## src/rtl/pc_unit.sv

```systemverilog
// Program counter with TRAP > RET > REDIRECT > STALL > PC+4 next-PC priority.
// Define PC_UNIT_RAS_EN to compile in the circular return-address stack.
module pc_unit #(
  parameter int              SIZE       = 32,
  parameter logic [SIZE-1:0] RESET_ADDR = SIZE'(32'h0000_0000),
  parameter logic [SIZE-1:0] TRAP_VEC   = SIZE'(32'h0000_0100),
  parameter int              RAS_DEPTH  = 4
) (
  input  logic            CLK,
  input  logic            RESET_N,
  input  logic            STALL,
  input  logic            REDIRECT,
  input  logic            CALL,
  input  logic            RET,
  input  logic            TRAP,
  input  logic [SIZE-1:0] TARGET,
  output logic [SIZE-1:0] PC,
  output logic [SIZE-1:0] PC_PLUS4,
  output logic            MISALIGNED,
  output logic            RAS_EMPTY
);

  logic [SIZE-1:0] pc_next;
  logic            mis_next;
  logic [SIZE-1:0] target_aligned;

  assign PC_PLUS4       = PC + SIZE'(4);
  assign target_aligned = {TARGET[SIZE-1:2], 2'b00};

`ifdef PC_UNIT_RAS_EN
  localparam int PTR_W = $clog2(RAS_DEPTH);
  localparam int CNT_W = PTR_W + 1;

  logic [SIZE-1:0]  ras_mem [RAS_DEPTH];
  logic [PTR_W-1:0] top_ptr;
  logic [PTR_W-1:0] push_idx;
  logic [CNT_W-1:0] count;
  logic             push;
  logic             pop;

  assign RAS_EMPTY = (count == '0);
  // A simultaneous pop and push rewrites the current top in place.
  assign push_idx  = pop ? top_ptr : top_ptr + 1'b1;
`else
  localparam int unused_ras_depth = RAS_DEPTH;
  logic unused_call;

  assign unused_call = CALL;
  assign RAS_EMPTY   = 1'b1;
`endif

  always_comb begin
    pc_next  = PC_PLUS4;
    mis_next = 1'b0;
`ifdef PC_UNIT_RAS_EN
    push     = 1'b0;
    pop      = 1'b0;
`endif
    if (TRAP) begin
      pc_next = TRAP_VEC;
`ifdef PC_UNIT_RAS_EN
    end else if (RET && !RAS_EMPTY) begin
      pc_next = ras_mem[top_ptr];
      pop     = 1'b1;
      push    = REDIRECT && CALL;
`endif
    end else if (RET || REDIRECT) begin
      // An empty-stack return falls back to TARGET like a plain redirect.
      pc_next  = target_aligned;
      mis_next = |TARGET[1:0];
`ifdef PC_UNIT_RAS_EN
      push     = REDIRECT && CALL;
`endif
    end else if (STALL) begin
      pc_next = PC;
    end
  end

  always_ff @(posedge CLK or negedge RESET_N) begin
    if (!RESET_N) begin
      PC         <= RESET_ADDR;
      MISALIGNED <= 1'b0;
    end else begin
      PC         <= pc_next;
      MISALIGNED <= mis_next;
    end
  end

`ifdef PC_UNIT_RAS_EN
  // Pointer wraps naturally, so a push onto a full stack lands on the oldest slot.
  always_ff @(posedge CLK or negedge RESET_N) begin
    if (!RESET_N) begin
      top_ptr <= '0;
      count   <= '0;
    end else if (push && !pop) begin
      top_ptr <= top_ptr + 1'b1;
      if (count != CNT_W'(RAS_DEPTH)) count <= count + 1'b1;
    end else if (pop && !push) begin
      top_ptr <= top_ptr - 1'b1;
      count   <= count - 1'b1;
    end
  end

  always_ff @(posedge CLK) begin
    if (push && RESET_N) ras_mem[push_idx] <= PC_PLUS4;
  end
`endif

endmodule

```

## config.mk

```make
export PLATFORM = sky130hd
export DESIGN_NAME = pc_unit
export DESIGN_NICKNAME = d
export VERILOG_FILES = /design/src/rtl/pc_unit.sv
export SDC_FILE = /design/constraint.sdc
export NUM_CORES = 1
export LEC_CHECK = 0
export CELL_PAD_IN_SITES_DETAIL_PLACEMENT = 1
export CELL_PAD_IN_SITES_GLOBAL_PLACEMENT = 1
export CORE_UTILIZATION = 48
export CTS_CLUSTER_SIZE = 28
export DETAILED_ROUTE_END_ITERATION = 10
export DONT_BUFFER_PORTS = 1
export GPL_TIMING_DRIVEN = 0
export PLACE_DENSITY_LB_ADDON = 0.1
export SKIP_LAST_GASP = 1
export SYNTH_ARGS = -nofsm -noshare
export SYNTH_HDL_FRONTEND = slang
export SYNTH_SLANG_ARGS = --single-unit
```

## constraint.sdc

```tcl
create_clock -name CLK -period 5.4 [get_ports CLK]
set_input_delay 1.35 -clock CLK [delete_from_list [all_inputs] [get_ports CLK]]
set_output_delay 1.35 -clock CLK [all_outputs]
set_load 0.03 [all_outputs]
```

Yosys cells after proc, flatten, opt, wreduce, memory -nomap -nowiden --
Index checks and enable logic that the tools add are counted.
Cells by class: add/sub/neg operators 1, equality and inequality tests 1, muxes and demuxes 5, reduce and logical (&&, ||, !) cells 2
Operator list (count):
- 2-to-1 mux 32 bit | 3
- adder 32 x 3 -> 32 bit, second input constant | 1
- != test 3 x 1 -> 1 bit, second input constant | 1
- 2-to-1 mux 1 bit | 2
- OR reduction 2 bit | 1
- logical OR 1 bit | 1
Word-level totals: register bits 33, bits of input ports 39, output and inout port bits 66, logic and storage cells 11

Logic depth before layout (Yosys ltp) --
word-level depth 4, gate-level depth with buffers 7, depth with buffers taken out 5

Worst setup path before layout --
OpenSTA, ideal clock, no wires.
kind flip-flop to output port, from register PC[2], to output PC_PLUS4[30], arrival time 2186 ps, data required time 4050 ps, path slack 1864 ps, stages on the path, launching flop included 7, path buffers 1, cell sequence dfrtp_1 > ha_1 > and4_1 > clkbuf_1 > nand4_2 > nor3_1 > xor2_1
Between the ends: longest elaborated chain between the ends 1
RTL lines:
- start, declared | RTL line 17 | output logic [SIZE-1:0] PC,
- start signal, assigned | RTL line 84 | PC <= pc_next;
- adder 32 x 3 -> 32 bit | RTL line 27 | assign PC_PLUS4 = PC + SIZE'(4);
- end, declared | RTL line 18 | output logic [SIZE-1:0] PC_PLUS4,
No other way between the ends.

Worst setup path after layout --
Ends and elaborated chain as after synthesis.

==> flow_results.org <==
** Clock tree
- Clock-pin slew was measured on the worst setup and hold paths at around 0.070 ns.
- Setup bufs post-CTS :: 0
- Clock root buffer master :: clkbuf_8
- Clock tree from TritonCTS :: done
- Post_cts resized :: 0
- CTS built an H-tree with a depth of 2.
- The tree built by TritonCTS fans out to 31 sinks.
- Clock insertion delay at the later pin of the skew report :: 0.29 ns
- Buffer depth of the longest clock path :: 2
- The number of clock buffers added by TritonCTS is 5.
- Hold Buf Count CTS :: 0

** Critical path
- Data required time at the worst endpoint :: roughly 4.1 ns
- Type of the worst setup path :: flip-flop to primary output
- Delay contributed by the slowest stage of the critical path :: approximately 0.6 ns
- The number of cells on the worst reg-to-reg path is 7.
- STA puts the critical path data arrival time at between 2 and 3 ns.
- Maximum fanout count along the critical path :: 9
- The startpoint identified for the worst register-to-register timing path is PC[2]$_DFFE_PN0P_.
- Minimum setup slack among reg-to-reg paths :: 2.58 ns
- Counting both buffers and inverters, the worst setup path holds a total of 1.
- Master of the slowest instance on the critical path :: dfrtp_1
- Capturing point of the worst reg2reg path :: PC[30]$_DFFE_PN0P_
- The most critical setup path has its endpoint at PC_PLUS4[30].
- Counting buffers and inverters, the worst setup path is 6 cells deep.
- Worst setup SP type :: flip-flop
- Startpoint of the most critical setup path :: PC[2]$_DFFE_PN0P_
- Grouping stages by cell kind, the critical path spends the most delay in simple AND/OR/NAND/NOR gates.
- Cell-by-cell trace of the critical path :: ha_1 > and4_1 > clkbuf_1 > nand4_2 > nor3_1 > xor2_1
- Type of destination of the critical path :: primary output

** Final layout
- Total number of nets in the final design :: about 350
- Highest-count cells in the layout ignoring fill and taps :: nor2_1 (41), dfrtp_1 (31), xnor2_1 (23)
- Post-route core utilization :: roughly 55%
- Once layout is complete, the cells apart from fillers number roughly 380.
- After routing the design area is approximately 2700 um2.
- Ratio of cells with drive above 1 in the final layout :: 10.39%
- 0 antenna diodes ended up in the layout.
- Most common library cell in the layout ignoring fill and taps :: nor2_1
- Layout Area Growth over Synthesis :: 7.827%

** STA
- In this run the tightest slew margin relative to its limit is between 40% and 50%.
- After layout, the minimum clock period comes to 4.290 ns.
- Post-route fraction of the period consumed by the critical path :: approximately four fifths
- Setup repair after global routing left no endpoint under its margin.
- The final-report hold violation count is 0.
- Setup Skew :: between 0.005 and 0.006 ns
- Adding up every negative setup slack in the final design gives 0 ns.
- FMAX :: between 200 and 250 MHz
- Worst Slack Setup Final :: 1.110 ns
- Slew at the pin closest to its max-slew limit :: 0.7744 ns
- The number of slew-limit violations in the final report was 0.
- Setup violators final :: 0

** Yosys
- Summing the areas of all xor and xnor instances in the mapped netlist gives a little over an eighth of the synthesized area.
- Library cells used by synthesis :: between 40 and 50
- Top cells by area in the synthesized netlist :: dfrtp_1 (31%), xnor2_1 (8.1%), nor2_1 (6.2%)
- Proportion of register bits with asynchronous set or reset after synthesis :: 100.0%
- Cell type with the highest aggregate area in the netlist :: dfrtp_1
- Share of synthesized area spent on multiplexers :: less than 1%
- The top cell type by area accounts for slightly above 30% of the synthesized area.
- In this run, synthesis inferred 0 flip-flops with an integrated enable.
- Combinational family with the most area after synthesis :: simple AND/OR/NAND/NOR gates
- A synthesized cell averages 8.396 um2.
- Synthesis inferred 31 register bits.
- Compound-Gate Fraction of Synth Area :: between 10 and 15%
- Of the total synthesized cell area, the portion taken by full adders, half adders and majority gates is 0.5018%.
- Total standard cell area after synthesis :: approximately 2500 um2
- Sequential fraction of the synthesis area :: 31.11%
- The synthesized netlist devotes 30.71% of its cell area to simple gates.
- Most used flip-flop cell after synthesis :: dfrtp_1
- Mapped Cells :: roughly 300
- During synthesis, Yosys emitted a total of 0 warnings.

** Die
- For this design the top-level I/O count stands at approximately 110.
- Number of rows in the core area :: 25
- The initial utilization of the core area, before any placement, comes to between 50 and 60%.
- Chip height :: 74.08 um
- DIE WIDTH :: 74.08 um
- The floorplan step defined a die boundary enclosing 5487 um2.
- Core Area :: slightly below 5000 um2

** Placement
- Global placer's final weighted congestion :: 0.8355
- Area of placed instances :: about 2600 um2
- Placed wire-length estimate :: approximately 5.8 mm
- Placement-stage worst setup slack :: between 1 and 1.5 ns
- Placed Cells :: approximately 370
- Port Buffer Count :: 0

** Power
- For this design the static power due to leakage is between 0.9 and 1 nW.
- Power spread over the standard cell area amounts to 241.8 nW/um2.
- The worst-case IR drop observed on VDD is between 100 and 150 uV.

** Global routing
- Entering global routing, the biggest net connects 32 pins.
- The first global-routing pass estimated 11.93 mm of wire.
- In the global route stage, overall resource usage came out at about 29%.
- The number of antenna violations at the first check in global routing was 0.
- Via count of the first global-routing pass :: between 2,000 and 2,500
- The total overflow left after global routing is 0.

** Detailed routing
- Vias/cell :: between 6 and 7
- Drt first-iter violations :: 118
- Remaining number of nets flagged by the antenna check after routing :: 0
- Detailed Routing Iterations Pass 1 :: 4
- Average detailed-routed wire length per instance :: between 20 and 25 um
- Total via count after detailed routing :: 2,388
- For this run, design rule violations remaining after detail routing come to 0.
- The final layout contains routed wiring with a total length of slightly below 8 mm.

** Run
- Total of max-cap violations :: 0

** Run status
- The run finished with clean final reports.

** Min path
- Class of the worst hold path :: input port to async pin
-- synthesized netlist by cell type (4+ instances only) --
cell type,count
or3_1,7
xor2_1,15
nor2_1,41
nand4_1,7
clkbuf_1,17
xnor2_1,23
nand2_1,17
nand3_1,14
o31ai_1,11
nor4_1,8
a311oi_1,17
nor3_1,10
buf_4,8
o21ai_0,5
or4_1,13
clkbuf_8,4
buf_2,4
a211oi_1,9
and3_1,4
dfrtp_1,31
-- worst min path at each step --
stage / startpoint / end / slack, ns
after CTS: RESET_N / PC[22]$_DFFE_PN0P_ / 0.74
after global placement: PC[31]$_DFFE_PN0P_ / PC[31]$_DFFE_PN0P_ / 0.75
after detailed placement: PC[31]$_DFFE_PN0P_ / PC[31]$_DFFE_PN0P_ / 0.79
final: RESET_N / PC[22]$_DFFE_PN0P_ / 0.74
after floorplan: PC[31]$_DFFE_PN0P_ / PC[31]$_DFFE_PN0P_ / 0.73
after global routing: RESET_N / PC[22]$_DFFE_PN0P_ / 0.74
-- cell families (layout without fill, tap and decap cells) --
logic type                 after synthesis  after routing
AOI/OAI and AO/OA                       47             47
DFF                                     31             31
adders and majority gates                1              1
and+or+nand+nor                        138            138
xor gates and xnor gates                38             38
muxes                                    1              1
buffers and inverters                   39             47
other                                    2              5
-- through the flow --
step                hold WS, ns  power [mW]
detailed placement       0.7855      0.4432
global placement         0.7535      0.4392
CTS                      0.7413      0.6511
global route             0.7370      0.6719
finish                   0.7411      0.6503
floorplan                0.7319      0.4178
-- power breakdown --
part	internal, mW	leakage (nW)	switching, mW
Sequential	0.247	0.396	0.0570
Clock	0.116	0.0515	0.0949
Combinational	0.0414	0.534	0.0931
Total	0.405	0.982	0.245
-- cell type report --
type	count	area (um2)
fill	603	2160
multi-input combinational	230	1499
clock buffer	8	100.1
buffer	37	222.7
sequential	31	775.7
inverter	2	7.507
tap	67	83.83
-- flip-flops by register name, summed over array words and instances (netlist names) --
| register | count |
|---|---|
| MISALIGNED | 1 |
| PC | 30 |
-- routing by layer --
metal | wire length (um) | track usage (%)
met4 | 117 | 11.11
met5 | 0 | 0
met3 | 394 | 5.285
met2 | 3948 | 53.13
met1 | 3293 | 34.32
Note: power is estimated with default switching activity, not from simulation.
